$ cat config.mk
export PLATFORM = sky130hd
export DESIGN_NAME = huc6280_timer_irq
export DESIGN_NICKNAME = d
export VERILOG_FILES = /design/src/rtl/huc6280_timer_irq.sv
export SDC_FILE = /design/constraint.sdc
export NUM_CORES = 1
export LEC_CHECK = 0
export ABC_AREA = 0
export CAP_MARGIN = 15
export CORE_ASPECT_RATIO = 1.4
export CORE_MARGIN = 4
export CORE_UTILIZATION = 50
export CTS_BUF_LIST = sky130_fd_sc_hd__clkbuf_16
export DETAILED_ROUTE_END_ITERATION = 7
export PLACE_DENSITY = 0.74
export SLEW_MARGIN = 20
export SYNTH_ARGS = -nofsm -noshare
export SYNTH_HDL_FRONTEND = slang
export SYNTH_SLANG_ARGS = --single-unit
$ cat constraint.sdc
create_clock -name clk -period 2.95 [get_ports clk]
set_input_delay 0.59 -clock clk [delete_from_list [all_inputs] [get_ports clk]]
set_output_delay 0.59 -clock clk [all_outputs]
set_load 0.01 [all_outputs]
$ cat src/rtl/huc6280_timer_irq.sv
// HuC6280 on-chip interval timer ($0C00-$0C01) and interrupt controller ($1402-$1403).
// Bus responder with registered read data; the interrupt outputs are combinational from state and inputs.
module huc6280_timer_irq #(
  parameter int unsigned PRESCALE = 1024,
  parameter int unsigned PS_W     = 16
) (
  input  logic        clk,
  input  logic        reset,
  input  logic        cs,
  input  logic [10:0] addr,
  input  logic        we,
  input  logic [7:0]  dIn,
  output logic [7:0]  dOut,
  input  logic        irq1_in,
  input  logic        irq2_in,
  output logic        irq_tim,
  output logic        irq1,
  output logic        irq2
);

  // Only AB[10:0] reach this block, so $0C0x and $140x share the 0x40x offsets.
  // The four registers still land on distinct offsets.
  localparam logic [10:0] ADDR_CNT  = 11'h400;  // $0C00
  localparam logic [10:0] ADDR_EN   = 11'h401;  // $0C01
  localparam logic [10:0] ADDR_MASK = 11'h402;  // $1402
  localparam logic [10:0] ADDR_ACK  = 11'h403;  // $1403

  localparam logic [PS_W-1:0] PS_LAST = PS_W'(PRESCALE - 1);

  logic [6:0]      counter;
  logic [6:0]      reload;
  logic            enable;
  logic [PS_W-1:0] prescaler;
  logic [2:0]      mask;
  logic            tiq_pend;

  logic            wr;
  logic            rd;
  logic            wr_cnt;
  logic            wr_en;
  logic            wr_mask;
  logic            wr_ack;
  logic [7:0]      rd_data;
  logic            run;
  logic            tick;
  logic            enable_edge;
  logic            underflow;
  logic            unused_bits;

  assign unused_bits = dIn[7];

  assign wr      = cs & we;
  assign rd      = cs & ~we;
  assign wr_cnt  = wr & (addr == ADDR_CNT);
  assign wr_en   = wr & (addr == ADDR_EN);
  assign wr_mask = wr & (addr == ADDR_MASK);
  assign wr_ack  = wr & (addr == ADDR_ACK);

  // NOTE: rd_data gets a default before the case so no path leaves it unassigned (no latch).
  always_comb begin
    rd_data = 8'hFF;
    case (addr)
      ADDR_CNT:  rd_data = {1'b0, counter};
      ADDR_EN:   rd_data = {7'b0, enable};
      ADDR_MASK: rd_data = {5'b0, mask};
      ADDR_ACK:  rd_data = {5'b0, tiq_pend, irq1_in, irq2_in};
      default:   rd_data = 8'hFF;
    endcase
  end

  // A disable write on the same edge as a tick suppresses that tick entirely.
  assign run         = enable & ~(wr_en & ~dIn[0]);
  assign tick        = run & (prescaler == PS_LAST);
  assign enable_edge = wr_en & dIn[0] & ~enable;
  assign underflow   = tick & (counter == 7'd0);

  // NOTE: all state uses non-blocking assignments so every register samples pre-edge values.
  always_ff @(posedge clk or negedge reset) begin
    if (!reset) begin
      dOut      <= 8'h00;
      counter   <= 7'd0;
      reload    <= 7'd0;
      enable    <= 1'b0;
      prescaler <= '0;
      mask      <= 3'b000;
      tiq_pend  <= 1'b0;
    end else begin
      if (wr_cnt)  reload <= dIn[6:0];
      if (wr_en)   enable <= dIn[0];
      if (wr_mask) mask   <= dIn[2:0];

      // The enable edge picks up the reload value held before this edge.
      if (enable_edge) begin
        counter   <= reload;
        prescaler <= '0;
      end else if (run) begin
        prescaler <= tick ? '0 : prescaler + PS_W'(1);
        if (tick) counter <= (counter == 7'd0) ? reload : counter - 7'd1;
      end

      if (underflow)   tiq_pend <= 1'b1;
      else if (wr_ack) tiq_pend <= 1'b0;

      if (rd) dOut <= rd_data;
    end
  end

  assign irq_tim = tiq_pend & ~mask[2];
  assign irq1    = irq1_in  & ~mask[1];
  assign irq2    = irq2_in  & ~mask[0];

endmodule

After elaboration in Yosys (flattened, before gate mapping)
Cells that the tools add are included.

storage, ports and cells
  register bits = 43
  bits of input ports = 25
  logic and storage cells = 51

cells by class
  $add $sub $neg = 2
  mux-type cells = 10
  equality and inequality tests = 5
  bitwise gates (word level) = 22
  reductions and logical operators = 5

operators by type and width
  operator                 count
  $mux W16                 3
  $eq A11 B11 Y1 const B   4
  $pmux W8 S4              1
  $mux W7                  4
  $add A16 B1 Y16 const B  1
  $eq A16 B10 Y1 const B   1
  $and A1 B1 Y1            15
  $logic_not A7 Y1         1
  $not A1 Y1               7
  $sub A7 B1 Y7 const B    1
  $reduce_bool A2 Y1       3
  $mux W1                  2
  $reduce_and A2 Y1        1

Depth between registers and ports, before layout
  depth after elaboration = 9
  gate-level depth with buffers = 8

Least setup slack after synthesis
No wires, ideal clock.

  path type = input to register
  from = input addr[6]
  to = register counter[3]
  arrival time = 2.546 ns
  path buffers = 3
  required time = 2.804 ns
  setup time = 0.146 ns
  stages = 8
  setup slack = 0.258 ns
  path through = or4b_1 buf_2 or4_4 buf_6 o31a_1 buf_6 mux2i_1 a22oi_1

on the way
  cells in the longest elaborated chain, start to end = 8

ends and longest elaborated chain
  item                          line  source
  from (decl)                   10    input logic [10:0] addr,
  $eq A11 B11 Y1 *              55    assign wr_en = wr & (addr == ADDR_EN);
  $and A1 B1 Y1 *               55
  $and A1 B1 Y1                 72    assign run = enable & ~(wr_en & ~dIn[0]);
  $not A1 Y1                    72
  $and A1 B1 Y1                 72
  $and A1 B1 Y1                 73    assign tick = run & (prescaler == PS_LAST);
  $reduce_bool A2 Y1 (no line)  --
  $reduce_and A2 Y1 (no line)   --
  to (signal assigned)          94    counter <= reload;
  to (signal assigned)          98    if (tick) counter <= (counter == 7'd0) ? reload : counter - 7'd1;
  to (decl)                     30    logic [6:0] counter;

Every way passes the cells marked *; elsewhere a longest branch is shown, timed or not.
A chain may end at the register's enable or synchronous reset.

Final worst setup path
  from = input addr[6]
  to = register counter[5]

The elaborated chain is that of the path after synthesis.

==> impl_metrics.json <==
{
  "place_ws_ns": -0.1803,
  "peakVddDrop_uv": 478.8,
  "comb_power_share_pct": 15.1,
  "worst_hold_path_type": "input port to asynchronous set/reset pin",
  "clk_pin_slew_ns": 0.07,
  "cp_top_family": "simple AND/OR/NAND/NOR gates",
  "area_delta_synth_final_pct": 29.59,
  "layout_min_cycle_time_ns": 2.770,
  "vias": 2196,
  "critPathBufInv": 2,
  "fmax_mhz": 361.1,
  "netlist_area_mm2": 0.002452,
  "drt_pass1_iterations": 4,
  "cts_hold_buffers": 0,
  "status": "complete, no violations",
  "fp-row-count": 29,
  "die_area_mm2": 0.006105,
  "rsz0062_at_grt": "no",
  "async_reset_ff_share_pct": 100.0,
  "htree_levels": 2,
  "grt_pass1_vias": 2220,
  "cts_setup_buffers": 0,
  "mostFrequentLayoutCells": "dfrtp_1, clkdlybuf4s50_1, nand2_1",
  "place_area_mm2": 0.003027,
  "yosysSeqAreaShare_pct": 43.88,
  "drc": 0,
  "cts.sinks": 43,
  "diodes": 0,
  "slew_headroom_pct": 33.80,
  "tightest_slew_ns": 0.9930,
  "synth_cells": 255,
  "core_area_mm2": 0.004644,
  "cts_inserted_buffers": 5,
  "synth_nets": 283,
  "cts_max_path_buffers": 2,
  "reg2reg_slack_ns": 0.76,
  "avgViaCountPerCell": 5.856,
  "postSynthAreaPerCell_um2": 9.617,
  "nFillCells": 414,
  "cts-resized-gates": 0,
  "multi_input_area_mm2": 0.001269,
  "switchingPower_w": 0.0004228,
  "grt_max_degree": 44,
  "drt-total-wl_mm": 6.242,
  "drtIter0Drc": 191,
  "antenna_left": 0,
  "die_w_um": 67.19,
  "finalMaxSlewViolations": 0,
  "critical_path_required_ns": 3.10,
  "wire_per_inst_um": 16.65,
  "synth.distinct_cells": 50,
  "grt_usage_pct": 22.58,
  "critPathKind": "input port to flop",
  "total_power_w": 0.001517,
  "max_cap_violations": 0,
  "clockPowerShare_pct": 36.7,
  "start_util_pct": 52.80,
  "crit_fanout": 8,
  "critPathCaptureType": "flop",
  "max_stage_delay_ns": 0.63,
  "ff_latch_area_mm2": 0.001076,
  "power_density_mw_per_mm2": 477.5,
  "min_period_over_period_pct": 93.89,
  "place_hpwl_mm": 4.568,
  "synth_flop_cell": "dfrtp_1",
  "final_common_cell": "dfrtp_1",
  "fin_area_mm2": 0.003178,
  "tns_ns": 0,
  "p_leak_nw": 1.374,
  "synth_edf_count": 0,
  "cts_tree": "built",
  "yosysWarnings": 0,
  "fp.dieH_um": 90.87,
  "arrival_ns": 2.92,
  "slowest_stage": "or4_4",
  "final_nets": 340,
  "setup_slack_ns": 0.1804,
  "drive_gt1_share_pct": 19.17,
  "grt_pass1_wl_mm": 10.64,
  "setup_viol": 0,
  "internal-power_w": 0.001095,
  "io_pins": 36,
  "startpoint_type": "input port",
  "swShare_pct": 27.87,
  "numPortBuffers": 34,
  "p_seq_share_pct": 48.2,
  "gp_congestion": 0.8370,
  "overflow": 0,
  "grt_antenna_before_repair": 0,
  "fin_util_pct": 68.43,
  "root_buffer": "clkbuf_16",
  "clock-skew-final_ns": 0.006926,
  "finalHoldViolations": 0,
  "ys_ff_latch": 43,
  "clk_latency_ns": 0.29,
  "path_cells": "clkdlybuf4s50_1, or4b_1, or4_4, o31a_1, buf_12, mux2i_1, a2bb2oi_1"
}
[state kept, by name, indices dropped and copies added, names as in the netlist]
name       cells
prescaler     16
dOut           8
counter        7
reload         7
mask           3
enable         1
tiq_pend       1
[metal layers]
layer | share of wire [%] | up-vias | track usage (%)
li1 | - | 1070 | -
met1 | 40 | 1066 | 26.75
met2 | 55 | 50 | 40.28
met3 | 3.0 | 10 | 3.611
met4 | 1.4 | 0 | 6.937
met5 | 0 | - | 0
[Yosys cell counts (2+ instances only)]
| cell type | count | area, µm² |
|---|---|---|
| a21oi_1 | 8 | 40.04 |
| a21oi_2 | 4 | 35.03 |
| a221oi_1 | 3 | 26.28 |
| a22o_1 | 5 | 43.79 |
| a2bb2oi_1 | 4 | 35.03 |
| buf_2 | 3 | 15.01 |
| buf_6 | 2 | 22.52 |
| clkbuf_1 | 7 | 26.28 |
| dfrtp_1 | 43 | 1076 |
| ha_1 | 3 | 37.54 |
| inv_1 | 11 | 41.29 |
| mux2_2 | 12 | 135.1 |
| mux2i_1 | 11 | 110.1 |
| nand2_1 | 32 | 120.1 |
| nand3_1 | 8 | 40.04 |
| nand4_1 | 6 | 37.54 |
| nor2_1 | 9 | 33.78 |
| nor2b_1 | 3 | 18.77 |
| nor3_1 | 7 | 35.03 |
| nor4_1 | 9 | 56.30 |
| o2111ai_1 | 2 | 17.52 |
| o211ai_1 | 2 | 15.01 |
| o21ai_0 | 18 | 90.09 |
| o21bai_1 | 2 | 15.01 |
| o31ai_1 | 5 | 37.54 |
| o41ai_1 | 2 | 17.52 |
| or2_2 | 2 | 12.51 |
| or3_1 | 2 | 12.51 |
| or4_1 | 5 | 37.54 |
| or4b_1 | 3 | 30.03 |
| xor2_1 | 3 | 26.28 |
[power groups by stage]
stage                     combinational (W)  sequential [W]  clock [W]
final                              0.000230        0.000731   0.000557
after global routing               0.000261        0.000740   0.000590
after CTS                          0.000233        0.000729   0.000569
after detailed placement           0.000232        0.000740          0
after global placement             0.000224        0.000736          0
after floorplan                    0.000121        0.000727          0
[worst paths after layout]
| kind | from | to | cells past startpoint |
|---|---|---|---|
| worst max-delay path | addr[6] | counter[5] | 7 |
| worst min-delay path | reset | mask[1] | 1 |
| worst max register to register | prescaler[6] | prescaler[9] | 5 |
| worst min register to register | dOut[4] | dOut[4] | 2 |
| max in group asynchronous | reset | prescaler[6] | 1 |
| min in group clk | dOut[4] | dOut[4] | 2 |
[through the flow]
step / hold WS, ns / cells
floorplan: 0.2944 / 255
global placement: 0.4614 / 367
detailed placement: 0.4753 / 367
CTS: 0.4904 / 375
global route: 0.5152 / 375
finish: 0.4659 / 375
[logic make-up (layout without fill, tap and decap cells)]
logic type      Yosys count  in the layout  share of synthesized area (%)
mux                      23             23                          10.00
fa+ha+maj                 3              3                          1.531
buf+inv                  24             82                          4.490
compound gates           65             65                          18.67
xor+xnor                  3              3                          1.072
simple gates             94             94                          20.36
flops                    43             43                          43.88
[layout make-up]
type	count	area share, %
Multi-Input combinational cell	188	39.92
Inverter	11	1.299
Clock inverter	3	0.7480
Timing Repair Buffer	63	17.80
Clock buffer	5	3.937
Tap cell	62	2.441
Sequential cell	43	33.86
(Power assumes the default switching activity.)
